--- src/rtl/tdc_pkg.sv ---
// Shared TDC types and sizing helpers. Used by tdc_delay and tdc_sample_accumulator.
package tdc_pkg;

  localparam int N_DELAY_DEF = 32;

  typedef enum logic [2:0] {
    IDLE,
    WAIT_EDGE,
    SETTLE,
    CAPTURE,
    DONE
  } state_t;

  // Width of a tap count that can hold 0..n inclusive.
  function automatic int cnt_w(input int n);
    return $clog2(n + 1);
  endfunction

  // Width of a sum of 2**log2_avg tap counts.
  function automatic int acc_w(input int n, input int log2_avg);
    return cnt_w(n) + log2_avg;
  endfunction

endpackage

--- src/rtl/tdc_therm2bin.sv ---
// Thermometer-to-binary tap counter.
// When TDC_BUBBLE_FIX_EN is defined, each tap is first replaced by a 3-tap majority vote.
module tdc_therm2bin import tdc_pkg::*; #(
  parameter int N_DELAY = N_DELAY_DEF,
  parameter int CNT_W   = cnt_w(N_DELAY)
) (
  input  logic [N_DELAY-1:0] therm,
  output logic [CNT_W-1:0]   count
);

  logic [N_DELAY-1:0] fixed;

`ifdef TDC_BUBBLE_FIX_EN
  // Padding: the line is assumed to be full before tap 0 and empty past the last tap.
  logic [N_DELAY+1:0] ext;
  assign ext = {1'b0, therm, 1'b1};

  for (genvar i = 0; i < N_DELAY; i++) begin : g_maj
    assign fixed[i] = (ext[i] & ext[i+1]) | (ext[i] & ext[i+2]) | (ext[i+1] & ext[i+2]);
  end
`else
  assign fixed = therm;
`endif

  always_comb begin
    count = '0;
    for (int i = 0; i < N_DELAY; i++) count = count + CNT_W'(fixed[i]);
  end

endmodule

--- src/rtl/tdc_sample_accumulator.sv ---
// Averaging TDC readout: syncs start/taps, captures 2**LOG2_AVG samples per arm, returns the sum.
// Optional tap bubble correction under TDC_BUBBLE_FIX_EN (see tdc_therm2bin).
module tdc_sample_accumulator import tdc_pkg::*; #(
  parameter  int N_DELAY    = N_DELAY_DEF,
  parameter  int LOG2_AVG   = 2,
  parameter  int SETTLE_CYC = 2,
  localparam int CNT_W      = cnt_w(N_DELAY),
  localparam int ACC_W      = acc_w(N_DELAY, LOG2_AVG)
) (
  input  logic               clk,
  input  logic               rst_n,
  input  logic [N_DELAY-1:0] therm_in,
  input  logic               start_in,
  input  logic               arm,
  output logic               busy,
  output logic               res_valid,
  input  logic               res_ready,
  output logic [ACC_W-1:0]   res_data,
  output logic               res_sat
);

  localparam int SAMPLES  = 1 << LOG2_AVG;
  localparam int SMP_W    = LOG2_AVG + 1;
  localparam int SETTLE_W = $clog2(SETTLE_CYC + 1);

  state_t state_q, state_d;

  logic               start_meta, start_sync, start_prev;
  logic               start_edge;
  logic [N_DELAY-1:0] therm_meta, therm_sync;
  logic [SETTLE_W-1:0] settle_q;
  logic [SMP_W-1:0]   smp_q;
  logic [ACC_W-1:0]   acc_q, acc_nxt;
  logic               sticky_q, sat_nxt;
  logic [CNT_W-1:0]   tap_cnt;
  logic               last_cap, settled;

  // Both pad inputs are asynchronous; two flops each before any use.
  always_ff @(posedge clk or negedge rst_n) begin
    if (!rst_n) begin
      start_meta <= 1'b0;
      start_sync <= 1'b0;
      start_prev <= 1'b0;
      therm_meta <= '0;
      therm_sync <= '0;
    end else begin
      start_meta <= start_in;
      start_sync <= start_meta;
      start_prev <= start_sync;
      therm_meta <= therm_in;
      therm_sync <= therm_meta;
    end
  end

  assign start_edge = start_sync & ~start_prev;

  tdc_therm2bin #(.N_DELAY(N_DELAY), .CNT_W(CNT_W)) u_therm2bin (
    .therm (therm_sync),
    .count (tap_cnt)
  );

  assign acc_nxt  = acc_q + ACC_W'(tap_cnt);
  assign sat_nxt  = sticky_q | (&therm_sync);
  assign last_cap = (smp_q == SMP_W'(SAMPLES - 1));
  assign settled  = (settle_q == SETTLE_W'(SETTLE_CYC - 1));
  assign busy     = (state_q != IDLE);

  always_ff @(posedge clk or negedge rst_n) begin
    if (!rst_n) state_q <= IDLE;
    else        state_q <= state_d;
  end

  always_comb begin
    state_d = state_q;
    unique case (state_q)
      IDLE:      if (arm) state_d = WAIT_EDGE;
      WAIT_EDGE: if (start_edge) state_d = SETTLE;
      SETTLE:    if (settled) state_d = CAPTURE;
      CAPTURE:   state_d = last_cap ? DONE : WAIT_EDGE;
      DONE:      if (res_valid && res_ready) state_d = IDLE;
      default:   state_d = IDLE;
    endcase
  end

  always_ff @(posedge clk or negedge rst_n) begin
    if (!rst_n) settle_q <= '0;
    else if (state_q == SETTLE) settle_q <= settle_q + SETTLE_W'(1);
    else settle_q <= '0;
  end

  // The final capture goes straight into the output regs so the result lands as DONE is entered.
  always_ff @(posedge clk or negedge rst_n) begin
    if (!rst_n) begin
      acc_q     <= '0;
      smp_q     <= '0;
      sticky_q  <= 1'b0;
      res_valid <= 1'b0;
      res_data  <= '0;
      res_sat   <= 1'b0;
    end else if (state_q == CAPTURE) begin
      if (last_cap) begin
        res_data  <= acc_nxt;
        res_sat   <= sat_nxt;
        res_valid <= 1'b1;
        acc_q     <= '0;
        smp_q     <= '0;
        sticky_q  <= 1'b0;
      end else begin
        acc_q    <= acc_nxt;
        smp_q    <= smp_q + SMP_W'(1);
        sticky_q <= sat_nxt;
      end
    end else if (res_valid && res_ready) begin
      res_valid <= 1'b0;
    end
  end

endmodule

--- config.mk ---
export PLATFORM = sky130hd
export DESIGN_NAME = tdc_sample_accumulator
export DESIGN_NICKNAME = d
export VERILOG_FILES = /design/src/rtl/tdc_pkg.sv /design/src/rtl/tdc_therm2bin.sv /design/src/rtl/tdc_sample_accumulator.sv
export SDC_FILE = /design/constraint.sdc
export NUM_CORES = 1
export LEC_CHECK = 0
export CELL_PAD_IN_SITES_DETAIL_PLACEMENT = 0
export CELL_PAD_IN_SITES_GLOBAL_PLACEMENT = 1
export CORE_MARGIN = 1.5
export CORE_UTILIZATION = 34
export CTS_BUF_LIST = sky130_fd_sc_hd__clkbuf_16
export CTS_CLUSTER_SIZE = 20
export DETAILED_ROUTE_END_ITERATION = 8
export HOLD_SLACK_MARGIN = 0.03
export PLACE_DENSITY_LB_ADDON = 0.1
export SLEW_MARGIN = 20
export SYNTH_ARGS = -nofsm -noshare
export SYNTH_HDL_FRONTEND = slang
export SYNTH_SLANG_ARGS = --single-unit
--- constraint.sdc ---
create_clock -name clk -period 8.2 [get_ports clk]
set_input_delay 1.23 -clock clk [delete_from_list [all_inputs] [get_ports clk]]
set_output_delay 1.23 -clock clk [all_outputs]
set_load 0.1 [all_outputs]
; ---- Word level (Yosys, flattened, before mapping)
; Cells that the tools add are included.
[classes]
n_lt_le_gt_ge = 0
eq_ne = 11
shifts = 0
div_mod_pow = 0
bitwise = 3
n_mux = 13
reduce_logical = 8
mul = 0
add_sub_neg = 34
[ops]
columns = op, count
row1 = adder 6 x 1 -> 6 bit, 30
row2 = AND reduction 32 bit, 1
row3 = two-way mux 3 bit, 6
row4 = case mux 3 bit (5 select lines), 1
row5 = inequality test 2 bit (second input constant), 5
row6 = equality test 3 x 2 -> 1 bit (second input constant), 3
row7 = adder 8 x 6 -> 8 bit, 1
row8 = two-way mux 8 bit, 1
row9 = two-way mux 1 bit, 4
row10 = AND reduction 2 bit, 2
row11 = AND reduction 4 bit, 1
row12 = adder 3 x 1 -> 3 bit (second input constant), 1
row13 = equality test 3 x 1 -> 1 bit (second input constant), 1
row14 = equality test 3 bit (second input constant), 1
row15 = logical NOT 3 bit, 1
row16 = nonzero test 3 bit, 1
row17 = adder 1 x 1 -> 2 bit, 1
row18 = adder 2 x 1 -> 2 bit (second input constant), 1
row19 = equality test 2 x 1 -> 1 bit (second input constant), 1
row20 = two-way mux 2 bit, 1
row21 = nonzero test 2 bit, 1
row22 = AND 1 bit, 1
row23 = logical AND 1 bit, 1
row24 = NOT 1 bit, 1
row25 = bitwise OR 1 bit, 1
[word_totals]
rom_bits = 0
inputBits = 37
regBits = 94
mem_count = 0
ramBits = 0
out_inout_bits = 11
latch_bits = 0
wordCells = 82

; ---- Depth between registers and ports, before layout
; Gate-level depths: netlist of the first run.
[depth]
depth_word = 33
depth_mapped = 23
ltp_nobuf = 23

; ---- Cells and area by module
; From an unflattened synthesis of the first run, not the netlist that was laid out.
[unflattened]
hier_cells = 305
hier_area_um2 = 3942.5
[by_module_without_submodules]
columns = mod, seq_area_each_um2, cells_per_inst, area_per_inst_um2, instances
row1 = tdc_sample_accumulator, 2352.3, 215, 3109.2, 1
row2 = tdc_therm2bin, 0.0, 90, 833.3, 1

; ---- Worst setup path before layout of the first run
; OpenSTA, ideal clock, no wires.
[synth_timing]
path_type = reg2reg
from = reg therm_sync[0]
to = reg acc_q[7]
arrival_time_ps = 5726
path_buffers = 0
t_required_ps = 8079
period_less_slack_ps = 5847
setup_ps = 121
path_slack_ps = 2353
path_stages_with_launch = 20
path_cell_list = dfrtp_1 ha_1 inv_1 fa_1 fa_1 fa_1 fa_1 fa_1 fa_1 fa_1 fa_1 inv_1 a21o_1 a21oi_1 xnor2_1 ha_1 nor3_1 a2111oi_4 o21ai_0 a22o_2
[synth_between]
elab_chain_len = 33
[synth_lines]
columns = item, line_no
row1 = "start, declared", tdc_sample_accumulator.sv:30  ; logic [N_DELAY-1:0] therm_meta, therm_sync;
row2 = "start signal, assigned", tdc_sample_accumulator.sv:51  ; therm_sync <= therm_meta;
row3 = adder 1 x 1 -> 2 bit, tdc_therm2bin.sv:27  ; for (int i = 0; i < N_DELAY; i++) count = count + CNT_W'(fixed[i]);
row4 = adder 6 x 1 -> 6 bit (30 in a row), tdc_therm2bin.sv:27
row5 = adder 8 x 6 -> 8 bit, tdc_sample_accumulator.sv:62  ; assign acc_nxt = acc_q + ACC_W'(tap_cnt);
row6 = two-way mux 8 bit, tdc_sample_accumulator.sv:101  ; if (last_cap) begin
row7 = "end signal, assigned", tdc_sample_accumulator.sv:109  ; acc_q <= acc_nxt;
row8 = "end, declared", tdc_sample_accumulator.sv:33  ; logic [ACC_W-1:0] acc_q, acc_nxt;
; Every way passes these cells.
; A chain may end at the register's enable or synchronous reset.

; ---- Worst setup path after layout of the first run
; Same ends and word-level chain as after synthesis.

==> flow_summary.json, run 1 <==
{
  "synth-simple-area-share_pct": 7.67,
  "area_growth_syn_to_layout_pct": 23.7,
  "drv.max_cap_violation_count": 0,
  "synth.most_common_cell": "dfrtp_1",
  "setup-violations-final": 0,
  "syn-mean-instance-area_um2": 12.9,
  "remaining_overflow_grt": 0,
  "syn-cell-area_um2": 3960,
  "chipWidth_um": 111,
  "synth_edf_count": 0,
  "synth_largest_area_cell": "dfrtp_1",
  "cts-buffers-inserted": 9,
  "grt_first_pass_wirelength_um": 11900,
  "rr_endpoint": "acc_q[7]",
  "synth_seq_cells": 94,
  "clock_tree_from_tritoncts": "done",
  "synth_mux_area_share_pct": 0.253,
  "synth-xor-area-share_pct": 1.55,
  "finalMaxSlewViolations": 0,
  "final_critical_path_setup_slack_ps": 2100,
  "r2r-start": "therm_sync[0]",
  "design.portCount": 48,
  "max_freq_mhz": 164,
  "fin_nets": 442,
  "hold_buffers": 0,
  "finClkSkew_ps": 5.80,
  "synth_seq_area_share_pct": 59.3,
  "ant_nets": 0,
  "num-fill-cells": 1061,
  "status": "completed",
  "finalWeightedCongestion": 0.800,
  "antenna_cells": 0,
  "final_cell_count_no_fill": 512,
  "worstHoldEndpoint": "therm_sync[14]",
  "synthAdderAreaFrac_pct": 17.7,
  "crit_start_category": "flip-flop",
  "hold-path-cell-count": 0,
  "io_buffers": 47,
  "fin_tns_setup_ps": 0,
  "synth_top_cells_by_area": "dfrtp_1 59%, fa_1 13%, inv_1 5.2%, ha_1 5.1%, nand2_1 2.7%",
  "crit_fanout": 7,
  "synthesis.nets": 386,
  "drc": 0,
  "worstPathArrival_ps": 6330,
  "worstSetupPathType": "reg -> reg",
  "floorplan.core_area_um2": 11400,
  "ys_async_sr_fraction_pct": 100,
  "ff2ff_setup_slack_ps": 2100,
  "detailedPlacementHpwl_um": 5020,
  "cts_max_level": 3,
  "timing.final.crit_share_pct": 74.4,
  "min_from": "therm_meta[14]",
  "end_kind": "flip-flop",
  "die_area_um2": 12300,
  "antenna_violations_before_repair": 0,
  "yosys.cell_types.count": 38,
  "timing.max_slew.rel_slack_pct": 33.1,
  "max_slew.worst_pin.slew_ps": 1000,
  "routed_via_density": 4.42,
  "critical_path.startpoint": "therm_sync[0]",
  "die_y_um": 111,
  "cts.root.buffer_cell": "clkbuf_16",
  "most_common_flop_cell_mapped_by_yosys": "dfrtp_1",
  "utilization_pct": 43.1,
  "clk_pin_slew_worst_paths_ps": 70,
  "dpl.cell_count": 496,
  "detail_route.iter0.violations": 62,
  "yosys_warnings": 0,
  "globalRouteTotalUtil_pct": 12.6,
  "wire_per_inst_um": 12.9,
  "dr_total_vias": 2265,
  "buffer_count_from_post_cts_setup_fixing": 0,
  "final.min_clock_period_ps": 6100,
  "cts-resized-gates": 0,
  "grt_pass1_vias": 2407,
  "cts_sinks": 94,
  "largest_buffer_count_on_any_clock_path": 2,
  "clk_latency_ps": 340,
  "hold_fails_final_rpt": 0,
  "floorplan.rows": 39,
  "post-place-ws_ps": 2040,
  "grt_start_max_net_pins": 65,
  "synth-compound-area-share_pct": 7.86,
  "layout-drive-gt1-share_pct": 7.05,
  "cp_data_required_time_ps": 8430,
  "hold_path.class": "reg -> reg",
  "initial_utilization_pct": 34.9,
  "routed_wirelength_um": 6600,
  "rsz0062_at_grt": "no",
  "synth_top_area_share_pct": 59.3,
  "dominant_combinational_cell_family_by_area_after_synthesis": "adder cells",
  "reg2reg_depth": 19,
  "drt_first_pass_iters": 4,
  "syn-instance-count": 308,
  "synth_commonest_cells": "94 x dfrtp_1, 55 x inv_1, 28 x nand2_1"
}
-- placed cells by master (no fill, tap or decap), types with 2 or more instances in the layout --
cell type / count
dfrtp_1: 94
inv_1: 56
clkdlybuf4s50_1: 46
nand2_1: 28
fa_1: 25
ha_1: 16
o21ai_0: 11
a21oi_1: 10
nor2_1: 10
clkbuf_16: 9
nand4_1: 7
xnor2_1: 6
a211oi_1: 4
a22o_1: 4
a21o_1: 3
nor2b_1: 3
nor4_1: 3
nor3_1: 3
or3_1: 2
nand3b_1: 2
o41ai_1: 2
inv_6: 2
buf_4: 2
-- per-stage QoR --
step,area (µm²),hold slack [ps]
after floorplan,3960,331
after global placement,4600,333
after detailed placement,4600,335
after CTS,4900,346
after global routing,4900,355
final,4900,342
-- how the worst max path moves through the flow --
stage / endpoint / slack, ps
final: acc_q[7] / 2100
after global routing: acc_q[7] / 1730
after CTS: acc_q[7] / 2050
after detailed placement: acc_q[7] / 2040
after global placement: acc_q[7] / 2140
after floorplan: acc_q[7] / 2350
-- metal layers --
layer | global-route usage, % | routed length, µm
met3 | 4.87 | 273
met5 | 0 | 0
met4 | 4.87 | 111
met1 | 16.6 | 3120
met2 | 18.8 | 3090
-- cell families after synthesis --
group,after synthesis
DFF,94
and+or+nand+nor,63
buffers and inverters,59
AOI/OAI and AO/OA,43
adders and majority gates,41
xor gates and xnor gates,7
muxes,1
-- state kept, by name, summed over array words and instances, names as in the netlist --
register,cells
acc_q,8
sticky_q,1
state_q,3
res_valid,1
start_meta,1
res_sat,1
therm_sync,32
therm_meta,32
start_sync,1
settle_q,2
smp_q,3
res_data,8
start_prev,1
-- critical path, cell delays in order (launching register included) --
cell	delay, ps
dfrtp_1	370
ha_1	290
inv_1	70
fa_1	430
fa_1	500
fa_1	550
fa_1	440
fa_1	530
fa_1	420
fa_1	420
fa_1	410
inv_1	70
a21o_1	110
a21oi_1	70
xnor2_1	160
ha_1	290
nor3_1	110
a2111oi_4	410
o21ai_0	130
a22o_2	220
-- cell type report --
cell class,instances,area [µm²],share of cell area (%)
timing repair buffer,48,475,9.70
inverter,56,210,4.29
tap,143,179,3.65
clock buffer,9,225,4.59
multi-input combinational,155,1390,28.3
sequential,94,2350,48.0
clock inverter,7,72.6,1.48
Power of run 1 is left out: the tool's default activity adds up to more than one toggle a clock period on the data nets, which glitch-free logic cannot reach.
==> run 2, diff against run 1 <==
==> constraint.sdc (replaced) <==
create_clock -name clk -period 5.3 [get_ports clk]
set_input_delay 0.795 -clock clk [delete_from_list [all_inputs] [get_ports clk]]
set_output_delay 0.795 -clock clk [all_outputs]
set_load 0.1 [all_outputs]
==> run 2 against run 1 <==
Effect of this change: the flow now finishes with violations (setup timing); cell area rose by 5.7%; hold slack improved by 5.2 ps; clock-buffer cell count did not move; clock skew rose by 4.4 ps; core utilization rose by 2.5 points; first-iteration DRC count rose by 11%; global-route usage fell by 0.053 points; wire length rose by 3.5%; critical path depth did not move; worst setup slack got worse by 2600 ps; via count rose by 2.3%; highest routed layer unchanged.
==> flow_summary.json, run 2 (synthesis gave the netlist of run 1 again) <==
{
  "drv.max_cap_violation_count": 0,
  "layout.cells.most_common_list": "94 x dfrtp_1, 51 x inv_1, 46 x clkdlybuf4s50_1",
  "antenna_cells": 0,
  "antenna_violations_before_repair": 0,
  "cts-buffers-inserted": 9,
  "clock_tree_from_tritoncts": "done",
  "cp_data_required_time_ps": 5530,
  "cp_slowest_stage_delay_ps": 550,
  "routed_wirelength_um": 6830,
  "wire_per_inst_um": 12.9,
  "area_growth_syn_to_layout_pct": 30.7,
  "hold_path.class": "reg -> reg",
  "largestRegisters": "therm_meta: 32 flops, therm_sync: 32 flops",
  "multi_input_area_um2": 1510,
  "finalMaxSlewViolations": 0,
  "dr_total_vias": 2317,
  "hold_fails_final_rpt": 0,
  "seqCellArea_um2": 2350,
  "crit_fanout": 4,
  "whs_ps": 347,
  "end_kind": "flip-flop",
  "timing.final.crit_share_pct": 110,
  "layout.cells.most_common": "dfrtp_1",
  "crit_start_category": "flip-flop",
  "drt_first_pass_iters": 4,
  "finClkSkew_ps": 10.2,
  "final_cell_area_um2": 5180,
  "cts_max_level": 3,
  "remaining_overflow_grt": 0,
  "final.min_clock_period_ps": 5820,
  "max_slew.worst_pin.slew_ps": 974,
  "worstSetupPathType": "reg -> reg",
  "dpl.cell_count": 513,
  "status": "finished, violations left",
  "grt_pass1_vias": 2518,
  "max_freq_mhz": 172,
  "grt_first_pass_wirelength_um": 11800,
  "chipWidth_um": 111,
  "final_cell_count_no_fill": 529,
  "hold_buffers": 0,
  "clk_pin_slew_worst_paths_ps": 60,
  "detailedPlacementHpwl_um": 5070,
  "path_cells": "ha_1 -> inv_2 -> fa_1 -> fa_2 -> fa_1 -> fa_1 -> fa_1 -> fa_1 -> fa_2 -> fa_2 -> inv_2 -> a21o_1 -> a21oi_1 -> xnor2_1 -> ha_2 -> nor3_2 -> a2111oi_4 -> o21ai_1 -> a22o_2",
  "finalWeightedCongestion": 0.756,
  "initial_utilization_pct": 34.9,
  "crit_path_frequent_cell": "fa_1",
  "io_buffers": 47,
  "cts.root.buffer_cell": "clkbuf_16",
  "critPathSlowestCell": "fa_2",
  "timing.max_slew.rel_slack_pct": 34.8,
  "fin_nets": 461,
  "detailed_place.area_um2": 4780,
  "design.portCount": 48,
  "clk_latency_ps": 340,
  "final_critical_path_setup_slack_ps": -521,
  "floorplan.rows": 39,
  "rsz0062_at_grt": "yes",
  "drc": 0,
  "setup-violations-final": 12,
  "die_y_um": 111,
  "largest_buffer_count_on_any_clock_path": 2,
  "routed_via_density": 4.38,
  "grt_start_max_net_pins": 65,
  "globalRouteTotalUtil_pct": 12.5,
  "floorplan.core_area_um2": 11400,
  "violations": "setup timing",
  "die_area_um2": 12300,
  "num-fill-cells": 1029,
  "cts_sinks": 94,
  "worstPathArrival_ps": 6050,
  "ant_nets": 0,
  "detail_route.iter0.violations": 69,
  "layout-drive-gt1-share_pct": 17.1
}
[run 2: worst max-delay path, delay by kind of cell (launching register included)]
kind,cells,cell delay (ps)
compound gates,5,860
flops,1,370
fa+ha+maj,10,4220
buf+inv,2,90
simple gates,1,60
xor+xnor,1,130
[run 2: what timing repair did]
| action | CTS | global route |
|---|---|---|
| pin swaps | 12 | 12 |
| endpoints found under the setup margin | 12 | 14 |
| resized for setup | 10 | 13 |
| buffers inserted | 1 | 1 |
[run 2: worst paths after layout]
| path | start | slack, ps | depth (start not counted) | to |
|---|---|---|---|---|
| worst max-delay path | therm_sync[0] | -520 | 19 | acc_q[7] |
| worst min-delay path | therm_meta[31] | 350 | 0 | therm_sync[31] |
| worst max register to register | therm_sync[0] | -520 | 19 | acc_q[7] |
| worst min register to register | therm_meta[31] | 350 | 0 | therm_sync[31] |
| max in group asynchronous | rst_n | 3820 | 2 | therm_sync[18] |
| min in group asynchronous | rst_n | 380 | 1 | therm_meta[9] |
[run 2: metrics by stage]
step	utilization (%)	TNS, ps	setup slack, ps
after floorplan	-	-2060	-390
after CTS	45.1	-4130	-512
final	45.6	-3940	-521
after detailed placement	42.0	-5010	-596
after global placement	42.0	-4550	-533
after global routing	45.6	-6570	-727
[run 2: layout make-up]
class,instances,area share (%)
inverters,56,4.06
clock buffers,9,4.35
multi-input cells,155,29.2
clock inverters,5,1.47
flip-flops and latches,94,45.4
repair buffers,67,12.1
well taps,143,3.45
[run 2: routing by layer]
| metal | vias to the layer above | wire, µm | track usage (%) |
|---|---|---|---|
| li1 | 1136 | - | - |
| met1 | 1136 | 3130 | 16.2 |
| met2 | 36 | 3280 | 19.5 |
| met3 | 9 | 283 | 4.05 |
| met4 | 0 | 129 | 5.38 |
| met5 | - | 0 | 0 |
Power of run 2 is left out for the same reason.
